<file path="config.mk">
export PLATFORM = sky130hd
export DESIGN_NAME = sdram_arbiter
export DESIGN_NICKNAME = d
export VERILOG_FILES = /design/src/rtl/sdram_arbiter_pkg.sv /design/src/rtl/sdram_arbiter_cmd_mux.sv /design/src/rtl/sdram_arbiter.sv
export SDC_FILE = /design/constraint.sdc
export NUM_CORES = 1
export LEC_CHECK = 0
export BUFFER_PORTS_ARGS = -buffer_cell sky130_fd_sc_hd__buf_4
export CAP_MARGIN = 10
export CORE_MARGIN = 3
export CORE_UTILIZATION = 33
export DETAILED_ROUTE_END_ITERATION = 16
export PLACE_DENSITY_LB_ADDON = 0.05
export SYNTH_ARGS = -nofsm -noshare
export SYNTH_HDL_FRONTEND = slang
export SYNTH_SLANG_ARGS = --single-unit
</file>
<file path="constraint.sdc">
create_clock -name sdram_clk -period 2 [get_ports sdram_clk]
set_clock_uncertainty 0.2 [all_clocks]
set_input_delay 0.1 -clock sdram_clk [delete_from_list [all_inputs] [get_ports sdram_clk]]
set_output_delay 0.1 -clock sdram_clk [all_outputs]
set_load 0.02 [all_outputs]
</file>
<file path="src/rtl/sdram_arbiter_pkg.sv">
// sdram_arbiter_pkg: shared SDRAM widths, command encodings and arbiter state codes
package sdram_arbiter_pkg;
    localparam int SDRAM_ADDR_BITS = 12;
    localparam int SDRAM_BA_BITS   = 2;
    // commands are {CS_n, RAS_n, CAS_n, WE_n}
    localparam logic [3:0] CMD_NOP  = 4'b0111;
    localparam logic [3:0] CMD_PRE  = 4'b0010;
    localparam logic [3:0] CMD_AREF = 4'b0001;
    localparam logic [3:0] CMD_ACT  = 4'b0011;
    localparam logic [3:0] CMD_WR   = 4'b0100;
    localparam logic [3:0] CMD_RD   = 4'b0101;
    localparam logic [2:0] ST_INIT  = 3'd0;
    localparam logic [2:0] ST_ARB   = 3'd1;
    localparam logic [2:0] ST_AREF  = 3'd2;
    localparam logic [2:0] ST_WRITE = 3'd3;
    localparam logic [2:0] ST_READ  = 3'd4;
endpackage

</file>
<file path="src/rtl/sdram_arbiter_cmd_mux.sv">
// sdram_arbiter_cmd_mux: routes the granted engine's command, address and bank to the SDRAM pins
module sdram_arbiter_cmd_mux
    import sdram_arbiter_pkg::*;
#(
    parameter int ADDR_BITS = SDRAM_ADDR_BITS,
    parameter int BA_BITS   = SDRAM_BA_BITS
) (
    input  logic [2:0]           state,
    input  logic [3:0]           init_cmd,
    input  logic [ADDR_BITS-1:0] init_addr,
    input  logic [3:0]           aref_cmd,
    input  logic [ADDR_BITS-1:0] aref_addr,
    input  logic [3:0]           wr_cmd,
    input  logic [ADDR_BITS-1:0] wr_addr,
    input  logic [BA_BITS-1:0]   wr_ba,
    input  logic [3:0]           rd_cmd,
    input  logic [ADDR_BITS-1:0] rd_addr,
    input  logic [BA_BITS-1:0]   rd_ba,
    output logic [3:0]           sdram_cmd,
    output logic [ADDR_BITS-1:0] sdram_addr,
    output logic [BA_BITS-1:0]   sdram_ba
);
    always_comb begin
        sdram_cmd  = state == ST_INIT  ? init_cmd  :
                     state == ST_AREF  ? aref_cmd  :
                     state == ST_WRITE ? wr_cmd    :
                     state == ST_READ  ? rd_cmd    : CMD_NOP;
        sdram_addr = state == ST_INIT  ? init_addr :
                     state == ST_AREF  ? aref_addr :
                     state == ST_WRITE ? wr_addr   :
                     state == ST_READ  ? rd_addr   : '0;
        sdram_ba   = state == ST_WRITE ? wr_ba     :
                     state == ST_READ  ? rd_ba     : '0;
    end
endmodule

</file>
<file path="src/rtl/sdram_arbiter.sv">
// sdram_arbiter: grants init/refresh/write/read engines one at a time and drives the SDRAM bus.
// SDRAM_ARB_RR_EN selects round-robin between write and read; otherwise write beats read.
module sdram_arbiter
    import sdram_arbiter_pkg::*;
#(
    parameter int ADDR_BITS = SDRAM_ADDR_BITS,
    parameter int BA_BITS   = SDRAM_BA_BITS
) (
    input  logic                 sdram_clk,
    input  logic                 rst_n,
    input  logic                 init_done,
    input  logic [3:0]           init_cmd,
    input  logic [ADDR_BITS-1:0] init_addr,
    input  logic                 aref_req,
    input  logic                 aref_done,
    input  logic [3:0]           aref_cmd,
    input  logic [ADDR_BITS-1:0] aref_addr,
    input  logic                 wr_req,
    input  logic                 rd_req,
    input  logic                 wr_done,
    input  logic                 rd_done,
    input  logic [3:0]           wr_cmd,
    input  logic [3:0]           rd_cmd,
    input  logic [ADDR_BITS-1:0] wr_addr,
    input  logic [ADDR_BITS-1:0] rd_addr,
    input  logic [BA_BITS-1:0]   wr_ba,
    input  logic [BA_BITS-1:0]   rd_ba,
    output logic                 aref_en,
    output logic                 wr_en,
    output logic                 rd_en,
    output logic                 aref_overrun,
    output logic [3:0]           sdram_cmd,
    output logic [ADDR_BITS-1:0] sdram_addr,
    output logic [BA_BITS-1:0]   sdram_ba
);
    logic [2:0] state;
    logic       aref_pend;
    logic       wr_sel;
    logic       rd_sel;
    logic       aref_grant;
`ifdef SDRAM_ARB_RR_EN
    logic last_wr;
    assign wr_sel = wr_req && !(rd_req && last_wr);
    always_ff @(posedge sdram_clk or negedge rst_n) begin
        if (!rst_n)
            last_wr <= 1'b0;
        else if (state == ST_ARB && !aref_pend && (wr_req || rd_req))
            last_wr <= wr_sel;
    end
`else
    assign wr_sel = wr_req;
`endif
    assign rd_sel     = rd_req && !wr_sel;
    assign aref_grant = state == ST_ARB && aref_pend;
    always_ff @(posedge sdram_clk or negedge rst_n) begin
        if (!rst_n) begin
            state        <= ST_INIT;
            aref_en      <= 1'b0;
            wr_en        <= 1'b0;
            rd_en        <= 1'b0;
            aref_pend    <= 1'b0;
            aref_overrun <= 1'b0;
        end else begin
            aref_en <= 1'b0;
            wr_en   <= 1'b0;
            rd_en   <= 1'b0;
            // a new request in the grant cycle re-arms the pending flag
            if (aref_req && state != ST_INIT)
                aref_pend <= 1'b1;
            else if (aref_grant)
                aref_pend <= 1'b0;
            if (aref_req && aref_pend)
                aref_overrun <= 1'b1;
            case (state)
                ST_INIT:  if (init_done) state <= ST_ARB;
                ST_ARB: begin
                    if (aref_pend) begin
                        state   <= ST_AREF;
                        aref_en <= 1'b1;
                    end else if (wr_sel) begin
                        state <= ST_WRITE;
                        wr_en <= 1'b1;
                    end else if (rd_sel) begin
                        state <= ST_READ;
                        rd_en <= 1'b1;
                    end
                end
                ST_AREF:  if (aref_done) state <= ST_ARB;
                ST_WRITE: if (wr_done) state <= ST_ARB;
                ST_READ:  if (rd_done) state <= ST_ARB;
                default:  state <= ST_INIT;
            endcase
        end
    end
    sdram_arbiter_cmd_mux #(.ADDR_BITS(ADDR_BITS), .BA_BITS(BA_BITS)) u_cmd_mux (
        .state      (state),
        .init_cmd   (init_cmd),
        .init_addr  (init_addr),
        .aref_cmd   (aref_cmd),
        .aref_addr  (aref_addr),
        .wr_cmd     (wr_cmd),
        .wr_addr    (wr_addr),
        .wr_ba      (wr_ba),
        .rd_cmd     (rd_cmd),
        .rd_addr    (rd_addr),
        .rd_ba      (rd_ba),
        .sdram_cmd  (sdram_cmd),
        .sdram_addr (sdram_addr),
        .sdram_ba   (sdram_ba)
    );
endmodule

</file>
==> out/summary.txt <==
Slew headroom = 0.764
Crit start category = flip-flop
Vias in the first global route = 1226
Dpl hpwl = 2580 um
Number of synthesized flops with an enable pin = 0
# IOs = 99
Status = completed
Flop pwr share = 0.129
Cells after Synth = 99
Clock Latency Late Sink = 0.25 ns
Initial DRT Pass Iterations = 4
Die W = 56.3 um
Critical path arrival = 1.62 ns
Core Box Area = 2300 um^2
Drt total wl = 3480 um
Top_reg_cell synth = dfrtp_1
Initial DRC count = 33
Initial antenna violation count = 0
Yosys warning total = 0
Share of power burned in combinational logic = 0.812
Seq cells post-synth = 8
Synth Area in XOR/XNOR = 0
Root buf cell = clkbuf_4
CTS tree = built
Final Util = 0.776
RSZ-0062 raised after global routing = no
Syn Nets = 176
Tmin final = 1.92 ns
Vias/cell = 5.08
Async S/R FF share, synth = 1.00
Placed cells = 219
CP max FO = 8
Critical path endpoint category = primary output
VDD IR max = 0.860 mV
Setup TNS = 0 ns
Yosys cell types = 27
Final ANT Viol Nets = 0
Post-synth top area cell = dfrtp_1
Synth Cell Area = 836 um^2
Final Hold Fails = 0
Adder-Cell Fraction of Synth Area = 0
Num CTS Buffers = 3
Worst-path clk slew = 0.05 ns
Diode count = 0
Share of layout cells above drive strength 1 = 0.560
Total number of vias = 1194
Combinational family with the most area after synthesis = compound AO/OA/AOI/OAI gates
Largest net degree at the start of global routing = 16
Cell Int Power = 1.08 mW
Die H = 56.3 um
Finished Layout Cells = 235
Initial Util = 0.364
Tot GR Track Use = 0.198
Hold Crit Class = in2reg
Multiplexer share of the synthesized area = 0.204
F_max = 521 MHz
First-pass GRT wire length = 5150 um
Power consumption = 2.02 mW
Area grow syn2layout = 113%
Worst Path Required = 1.70 ns
PortBufs = 98
FILL cells = 159
Leakage = 0.837 nW
Seq/Total Area, Yosys = 0.240
Top cells by area, synth = dfrtp_1 (24%), mux2i_1 (20%), a22oi_1 (12%), o21ai_1 (7.8%), a21oi_1 (3.0%)
Final worst setup slack = 0.0797 ns
Max_cap viols = 0
Congestion Overflow GR = 0
Tcrit/Tclk final = 0.960
Fin. max-slew vios = 0
Post-synth top area share = 0.240
Sink Count = 8
# setup viols final = 0
Synth Area in Simple Gates = 0.174
PwrDens = 1130 nW/um^2
Final Net Count = 286
Max H-tree Level = 1
Per-cell routed wire length = 14.8 um
Clk buf depth = 2
Std cell rows = 17
Synth Area in Compound Gates = 0.313
Clock share of power = 0.059
Sw Share = 0.466
Sw Pwr = 0.939 mW
Post-Syn Area per Cell = 8.44 um^2
GP Congestion = 0.807
DRC viols = 0
Crit path kind = reg2out
Post-Place Worst Slack = 0.125 ns
Least-Margin Pin Slew = 0.352 ns
Die area = 3170 um^2
==> cell usage after synthesis (2+ instances only) <==
library cell and instances:
mux2i_1 17, a22oi_1 13, o21ai_1 13, dfrtp_1 8, a21oi_1 5, buf_2 5, nor2_1 5, a31oi_1 3
nand2b_1 3, nor3b_1 3, o22ai_1 3, a32o_1 2, buf_4 2, clkbuf_1 2, nand2_1 2, or3_1 2
==> cell type report <==
type                    instances  area (um^2)  area share
flip-flops and latches          8          201       0.113
well taps                      28         35.0      0.0197
clock buffers                   3         22.5      0.0126
multi-input cells              81          588       0.330
repair buffers                115          935       0.525
==> kinds of logic after synthesis <==
family,after synthesis
muxes,17
and+or+nand+nor,23
buffers and inverters,10
AOI/OAI and AO/OA,41
DFF,8
==> critical path, stage by stage, from the launching register on <==
cell	delay, ns
dfrtp_2	0.44
buf_12	0.15
or3b_4	0.38
o22ai_1	0.17
a21oi_1	0.06
buf_4	0.17
==> power by group through the flow <==
| stage | clock [mW] | sequential, mW | combinational, mW |
|---|---|---|---|
| 2_1_floorplan | 0 | 0.262 | 0.910 |
| 3_3_place_gp | 0 | 0.255 | 1.47 |
| 3_5_place_dp | 0 | 0.256 | 1.49 |
| 4_1_cts | 0.126 | 0.260 | 1.55 |
| 5_1_grt | 0.136 | 0.265 | 1.75 |
| 6_report | 0.119 | 0.260 | 1.64 |
==> stage by stage <==
stage	hold WS (ns)	cell area [um^2]
3_3_place_gp	-0.278	1590
3_5_place_dp	-0.277	1590
4_1_cts	0.0368	1720
6_report	0.0628	1780
5_1_grt	0.0731	1780
2_1_floorplan	-0.396	836
==> worst paths after layout <==
check                      cells after the start          from            to  slack (ns)
setup reg to reg                               4      state[1]      state[1]        0.25
hold reg to reg                                1  aref_overrun  aref_overrun        0.28
max in group asynchronous                      3         rst_n      state[2]        0.67
min in group asynchronous                      3         rst_n     aref_pend        0.65
setup / recovery                               5      state[2]  sdram_cmd[2]        0.08
hold / removal                                 4     aref_done      state[1]        0.06
==> cells in the final DEF (no fill, tap or decap), types with 2 or more instances in the layout <==
| cell | Yosys | final |
|---|---|---|
| nand2_1 | 2 | 2 |
| clkbuf_4 | 0 | 3 |
| a32o_1 | 2 | 2 |
| dfrtp_1 | 8 | 7 |
| a31oi_1 | 3 | 3 |
| dlygate4sd3_1 | 0 | 7 |
| a21oi_1 | 5 | 5 |
| nand2b_1 | 3 | 3 |
| o21ai_1 | 13 | 13 |
| o22ai_1 | 3 | 3 |
| buf_12 | 0 | 2 |
| or3_1 | 2 | 2 |
| nor3b_1 | 3 | 3 |
| a22oi_1 | 13 | 12 |
| nor2_1 | 5 | 5 |
| buf_4 | 2 | 104 |
| mux2i_1 | 17 | 17 |
==> what timing repair did <==
item / 4_1_cts / 5_1_grt
pin swaps: 0 / 1
gates resized for setup: 2 / 3
buffers inserted: 0 / 5
endpoints found under the setup margin: 13 / 16
gates cloned: 1 / 0
hold buffers: 7 / 0
hold endpoints to repair: 14 / 0
==> sequential cells by signal, summed over array words and instances, names as in the netlist <==
signal        cells
aref_en           1
aref_overrun      1
aref_pend         1
rd_en             1
state             3
wr_en             1
==> metal layers <==
layer	up-vias	share of wire	global-route usage
li1	605	-	-
met1	532	0.38	0.207
met2	55	0.54	0.389
met3	2	0.079	0.0437
met4	0	0.0040	0.0508
met5	-	0	0
Note: power is estimated with default switching activity, not from simulation.
